==> src/rtl/if_id_decode_reg.sv <==
// Purpose: IF/ID pipeline register for a MIPS CPU with combinational field decode.
// Latency: 1 cycle from in_* to out_* and every decoded field.
// Backpressure: stall holds the register and counts stalled-valid cycles; flush inserts a bubble.
//
// Ports:
//   clk, rst        rising-edge clock, synchronous active-high reset
//   in_valid/in_instr/in_pc   instruction presented by IF
//   stall, flush    hazard-unit hold and branch/jump bubble request (flush wins)
//   out_valid/out_instr/out_pc registered instruction and PC
//   op..imm16       raw MIPS fields of out_instr
//   imm_ext         zero-extended for ANDI/ORI/XORI, sign-extended otherwise
//   index, jtarget  J-format index and jump target computed from out_pc + 4
//   stall_cnt       saturating count of cycles spent stalled with a valid instruction
// Optional (macro DEC_CLASS_EN): is_rtype, is_jtype, is_load, is_store class flags.
//
// INSTR_W must be 32 (fields are fixed MIPS positions); PC_W must be >= 28.
module if_id_decode_reg #(
    parameter int INSTR_W = 32,
    parameter int PC_W    = 32,
    parameter int CNT_W   = 16
) (
    input  logic               clk,
    input  logic               rst,
    input  logic               in_valid,
    input  logic [INSTR_W-1:0] in_instr,
    input  logic [PC_W-1:0]    in_pc,
    input  logic               stall,
    input  logic               flush,
    output logic               out_valid,
    output logic [INSTR_W-1:0] out_instr,
    output logic [PC_W-1:0]    out_pc,
    output logic [5:0]         op,
    output logic [4:0]         rs,
    output logic [4:0]         rt,
    output logic [4:0]         rd,
    output logic [4:0]         shamt,
    output logic [5:0]         funct,
    output logic [15:0]        imm16,
    output logic [31:0]        imm_ext,
    output logic [31:0]        index,
    output logic [PC_W-1:0]    jtarget,
`ifdef DEC_CLASS_EN
    output logic               is_rtype,
    output logic               is_jtype,
    output logic               is_load,
    output logic               is_store,
`endif
    output logic [CNT_W-1:0]   stall_cnt
);

    // Keeps only the PC bits above the 28-bit jump region.
    localparam logic [PC_W-1:0] PC_HI_MASK = ~(PC_W'(28'hFFF_FFFF));

    logic               valid_q, valid_d;
    logic [INSTR_W-1:0] instr_q, instr_d;
    logic [PC_W-1:0]    pc_q,    pc_d;
    logic [CNT_W-1:0]   cnt_q,   cnt_d;

    logic [PC_W-1:0]    pc4;
    logic               imm_zext;

    always_comb begin
        valid_d = valid_q;
        instr_d = instr_q;
        pc_d    = pc_q;
        cnt_d   = cnt_q;
        if (flush) begin
            valid_d = 1'b0;
            instr_d = '0;
            pc_d    = '0;
        end else if (stall) begin
            // Only cycles holding a real instruction are hazard stalls worth counting.
            if (valid_q && (cnt_q != {CNT_W{1'b1}})) begin
                cnt_d = cnt_q + CNT_W'(1);
            end
        end else begin
            valid_d = in_valid;
            instr_d = in_valid ? in_instr : '0;
            pc_d    = in_pc;
        end
    end

    always_ff @(posedge clk) begin
        if (rst) begin
            valid_q <= 1'b0;
            instr_q <= '0;
            pc_q    <= '0;
            cnt_q   <= '0;
        end else begin
            valid_q <= valid_d;
            instr_q <= instr_d;
            pc_q    <= pc_d;
            cnt_q   <= cnt_d;
        end
    end

    assign out_valid = valid_q;
    assign out_instr = instr_q;
    assign out_pc    = pc_q;
    assign stall_cnt = cnt_q;

    assign op    = instr_q[31:26];
    assign rs    = instr_q[25:21];
    assign rt    = instr_q[20:16];
    assign rd    = instr_q[15:11];
    assign shamt = instr_q[10:6];
    assign funct = instr_q[5:0];
    assign imm16 = instr_q[15:0];

    // Logical immediates (ANDI/ORI/XORI) are zero-extended; everything else sign-extends.
    assign imm_zext = (op == 6'h0C) || (op == 6'h0D) || (op == 6'h0E);
    assign imm_ext  = imm_zext ? {16'h0000, imm16} : {{16{imm16[15]}}, imm16};

    assign index   = {6'b0, instr_q[25:0]};
    assign pc4     = pc_q + PC_W'(4);
    assign jtarget = (pc4 & PC_HI_MASK) | PC_W'({instr_q[25:0], 2'b00});

`ifdef DEC_CLASS_EN
    assign is_rtype = valid_q && (op == 6'h00);
    assign is_jtype = valid_q && ((op == 6'h02) || (op == 6'h03));
    assign is_load  = valid_q && (op >= 6'h20) && (op <= 6'h25);
    assign is_store = valid_q && (op >= 6'h28) && (op <= 6'h2B);
`endif

endmodule

==> config.mk <==
export PLATFORM = sky130hd
export DESIGN_NAME = if_id_decode_reg
export DESIGN_NICKNAME = d
export VERILOG_FILES = /design/src/rtl/if_id_decode_reg.sv
export SDC_FILE = /design/constraint.sdc
export NUM_CORES = 1
export LEC_CHECK = 0
export ABC_AREA = 1
export ABC_CLOCK_PERIOD_IN_PS = 1400
export BUFFER_PORTS_ARGS = -buffer_cell sky130_fd_sc_hd__buf_2
export CORE_AREA = 2 2 114 116
export DETAILED_ROUTE_END_ITERATION = 8
export DIE_AREA = 0 0 116 118
export PLACE_DENSITY = 0.81
export SYNTH_ARGS = -nofsm -noshare
export SYNTH_HDL_FRONTEND = slang
export SYNTH_SLANG_ARGS = --single-unit
export TNS_END_PERCENT = 50
==> constraint.sdc <==
create_clock -name clk -period 1.4 [get_ports clk]
set_input_delay 0.14 -clock clk [delete_from_list [all_inputs] [get_ports clk]]
set_output_delay 0.14 -clock clk [all_outputs]
set_load 0.03 [all_outputs]
---- After elaboration in Yosys (flattened, before gate mapping) ----
Index checks and enable logic that the tools add are counted.
word-level totals
  bits in latches ......................... 0
  bits in registers ....................... 81
  bits of input ports ..................... 69
  bits in writable memories ............... 0
  bits in read-only memories .............. 0
  memories ................................ 0
  word-level logic and storage cells ...... 19
operators by class
  magnitude comparators ................... 0
  shift-type cells ........................ 0
  $add $sub $neg .......................... 2
  multiplexer cells ....................... 2
  div/mod/pow operators ................... 0
  equality and inequality tests ........... 4
  reduce and logical (&&, ||, !) cells .... 5
  $mul .................................... 0
  bitwise logic cells ..................... 2
operator list
  cell                   count
  $mux 32                2
  $add 32x3->32 const B  1
  $or 32x28->32          1
  $eq 6x4->1 const B     3
  $add 16x1->16 const B  1
  $ne 16x16->1 const B   1
  $reduce_and 3->1       1
  $logic_or 1x1->1       2
  $reduce_or 2->1        1
  $logic_and 1x1->1      1
  $not 1->1              1

---- Longest topological paths before layout ----
  depth in word-level cells ............... 4
  mapped depth ............................ 10
  depth with buffers taken out ............ 9

---- Worst setup path after synthesis ----
Ideal clock, no wire load.
  kind .................................... register to register
  start point ............................. register cnt_q[0], in the netlist stall_cnt[0]
  end point ............................... register cnt_q[2], in the netlist stall_cnt[2]
  path slack .............................. -0.242 ns
  required time ........................... 1.284 ns
  buffers on the path ..................... 1
  arrival ................................. 1.526 ns
  setup time .............................. 0.116 ns
  cell stages (with the launch flop) ...... 10
  period minus slack after synthesis ...... 1.642 ns
  cell sequence ........................... dfxtp_1 -> ha_1 -> inv_1 -> nor2_4 -> nand2_2 -> nand2_2 -> nand2_4 -> buf_6 -> a21oi_1 -> nor2_1
between the ends
  longest elaborated chain between the ends .. 3
  elaborated cells between the ends (all ways) .. 4
ends and longest elaborated chain
  item                                                                   line  RTL
  start, declared                                                        57    logic [CNT_W-1:0] cnt_q, cnt_d;
  start signal, assigned                                                 93    cnt_q <= cnt_d;
  parallel branches: the longest is 3 deep, another holds $add 16x1->16  n/a
Parallel ways; which one is timed is not known.
A chain may end at the register's enable or synchronous reset.

---- Final worst setup path ----
  start point ............................. register pc_q[11], in the netlist out_pc[11]
  end point ............................... output port jtarget[29]
between the ends
  longest elaborated chain between the ends .. 2
ends and longest elaborated chain
  item                    line  RTL
  start, declared         56    logic [PC_W-1:0] pc_q, pc_d;
  start signal, assigned  92    pc_q <= pc_d;
  $add 32x3->32           115   assign pc4 = pc_q + PC_W'(4);
  $or 32x28->32           116   assign jtarget = (pc4 & PC_HI_MASK) | PC_W'({instr_q[25:0], 2'b00});
  end, declared           41    output logic [PC_W-1:0] jtarget,
No other way between the ends.

==> results_dict.tcl <==
set metrics [dict create \
    wl_per_cell_um 12.6 \
    dp_hpwl_um 9040 \
    fin_setup_tns_ns -3.83 \
    clock_power_share 0.418 \
    cts_tree "built" \
    ys_seq_elements 81 \
    final.period_utilization 1.21 \
    final_cells 1000 \
    p_leak_nw 3.12 \
    setup_viol 20 \
    drv_slew 0 \
    n_antenna_cell 0 \
    drt_first_iter_violations 247 \
    via_per_inst 4.49 \
    clk_latency_ns 0.34 \
    yosysSeqAreaShare 0.362 \
    drc 0 \
    rows 41 \
    critPathMaxStageDelay_ns 0.34 \
    final_nets 894 \
    violations "setup timing" \
    path_class "reg2out" \
    wl_um 12600 \
    p_switching_w 0.00151 \
    clockRootBuffer "clkbuf_16" \
    end_kind "primary output" \
    clock-sinks 81 \
    cts_buffer_depth 2 \
    drive_gt1_frac 0.504 \
    worstPathRequired_ns 1.26 \
    drt_first_pass_iters 4 \
    vdd_drop_max_uv 491 \
    fmax_mhz 591 \
    die-area_mm2 0.0137 \
    avgSynthCellArea_um2 7.05 \
    critical-path-slowest-cell "dfxtp_2" \
    p_int_w 0.00402 \
    p_per_area_mw_per_mm2 931 \
    initial_core_util 0.361 \
    arrival_ns 1.55 \
    synth_edf_count 0 \
    combinationalPowerShare 0.147 \
    placed_cells 966 \
    path_cells "nand2_2 -> nand3b_1 -> nor3_2 -> buf_4 -> nand2_1 -> nand2_1 -> nand2_2 -> buf_6" \
    seq_power_share 0.435 \
    rsz0062_at_grt "yes" \
    sw_frac_of_total 0.273 \
    htreeDepth 3 \
    fill_cells 1224 \
    hold_path_class "in2reg" \
    place_area_mm2 0.00528 \
    status "complete, but fails checks" \
    core_area_mm2 0.0124 \
    cp_max_fo 2 \
    antenna_found_initial 2 \
    final.min_clock_period_ns 1.69 \
    final_antenna_net_count 0 \
    pin_count 294 \
    clk_pin_slew_worst_paths_ns 0.06 \
    synth_cells 636 \
    setup_slack_ns -0.291 \
    grt_max_degree 66 \
    async_reset_ff_frac 0 \
    area_delta_synth_final_pct 32.5 \
    port_buffers 285 \
    start_kind "flip-flop" \
    cts_buffers 9 \
    synth.distinct_cells 24 \
    fin_skew_ns 0.00593 \
    grt_pass1_wl_um 18700 \
    final_core_util 0.479 \
    die_h_um 118 \
    grt_pass1_vias 3712 \
    place_congestion 0.830 \
    overflow 0 \
    vias 4487 \
    synth_area_mm2 0.00448 \
    maxCapViolCount 0 \
    synthFlopType "dfxtp_1" \
    die_x_um 116 \
    grtUsageTotal 0.173 \
    yosysWarningCount 0 \
    final_cell_area_mm2 0.00594 \
    hold_viol 0 \
]
final timing paths:
path	slack, ns	from	depth (start not counted)	end
max	-0.29	out_pc[11]$_SDFFE_PP0N_	8	jtarget[29]
min	0.04	in_pc[22]	3	out_pc[22]$_SDFFE_PP0N_
max reg2reg	0.06	stall_cnt[1]$_SDFFE_PP0P_	8	stall_cnt[11]$_SDFFE_PP0P_
min reg2reg	0.46	out_pc[1]$_SDFFE_PP0N_	2	out_pc[1]$_SDFFE_PP0N_
cell type report:
cell class	count	area (µm²)	area share
Clock buffer	14	285	0.0480
Clock inverter	1	7.51	0.00126
Tap cell	172	215	0.0362
Sequential cell	81	1690	0.284
Timing Repair inverter	1	7.51	0.00126
Inverter	25	97.6	0.0164
Timing Repair Buffer	331	1910	0.322
Multi-Input combinational cell	375	1730	0.291
power groups by stage:
stage | logic [W] | registers, W | clock network, W
floorplan | 0.000485 | 0.00255 | 0
global placement | 0.000767 | 0.00246 | 0
detailed placement | 0.000771 | 0.00246 | 0
CTS | 0.000801 | 0.00241 | 0.00238
global route | 0.000877 | 0.00241 | 0.00247
finish | 0.000816 | 0.00240 | 0.00231
kinds of logic after synthesis:
kind of cell,after synthesis,synth area share
flip-flops,81,0.362
adder cells (fa/ha/maj),1,0.00279
other,1,0.000836
XOR/XNOR,1,0.00195
buffers and inverters,187,0.278
AO/OA/AOI/OAI,79,0.0893
AND/OR/NAND/NOR,286,0.265
through the flow:
stage	total power [W]	worst slack [ns]	hold slack, ns
after floorplan	0.00304	-0.0310	0.202
after global placement	0.00322	0.0276	0.355
after detailed placement	0.00323	-0.0173	0.360
after CTS	0.00559	-0.310	0.0220
after global routing	0.00576	-0.383	0.0321
final	0.00553	-0.291	0.0386
Yosys cell counts, types with 3 or more instances:
master | count | area (µm²)
nand2_1 | 192 | 721
buf_4 | 140 | 1050
dfxtp_1 | 81 | 1620
a21oi_1 | 75 | 375
nor2_1 | 46 | 173
inv_1 | 25 | 93.8
nand3_1 | 16 | 80.1
nand4_1 | 15 | 93.8
clkbuf_1 | 12 | 45.0
buf_1 | 5 | 18.8
nand2_2 | 4 | 25.0
nand3b_1 | 4 | 30.0
buf_2 | 3 | 15.0
nor3_1 | 3 | 15.0
layout by cell type, fill, tap and decap left out, types with 8 or more instances in the layout:
| cell type | instances |
|---|---|
| a21oi_1 | 75 |
| buf_2 | 267 |
| buf_4 | 43 |
| buf_6 | 18 |
| clkbuf_16 | 10 |
| conb_1 | 8 |
| dfxtp_1 | 41 |
| dfxtp_2 | 34 |
| inv_1 | 20 |
| nand2_1 | 185 |
| nand2_2 | 8 |
| nand3_1 | 16 |
| nand4_1 | 15 |
| nor2_1 | 38 |
| nor2_2 | 9 |
flip-flops by register name, summed over array words and instances (netlist names):
| signal | cells |
|---|---|
| out_pc | 32 |
| out_instr | 32 |
| out_valid | 1 |
| stall_cnt | 16 |
routing by layer:
layer,track usage,wire length [µm],up-vias,part of all wire
met4,0.0826,293,4,0.023
met2,0.310,6540,195,0.52
met3,0.0309,884,23,0.070
met5,0,35,-,0.0028
met1,0.194,4890,2014,0.39
li1,-,-,2251,-
worst max-delay path, delay by kind of cell, from the launching register on:
family	cells	cell delay (ns)
buf+inv	2	0.27
flops	1	0.34
simple gates	6	0.60
repair_timing:
action / 4_1_cts / 5_1_grt
setup buffers: 8 / 9
pin swaps: 15 / 15
setup endpoints to repair: 25 / 36
hold buffers: 1 / 0
gates cloned: 1 / 0
gates resized for setup: 54 / 40
hold endpoints to repair: 2 / 0
(Power assumes the default switching activity.)
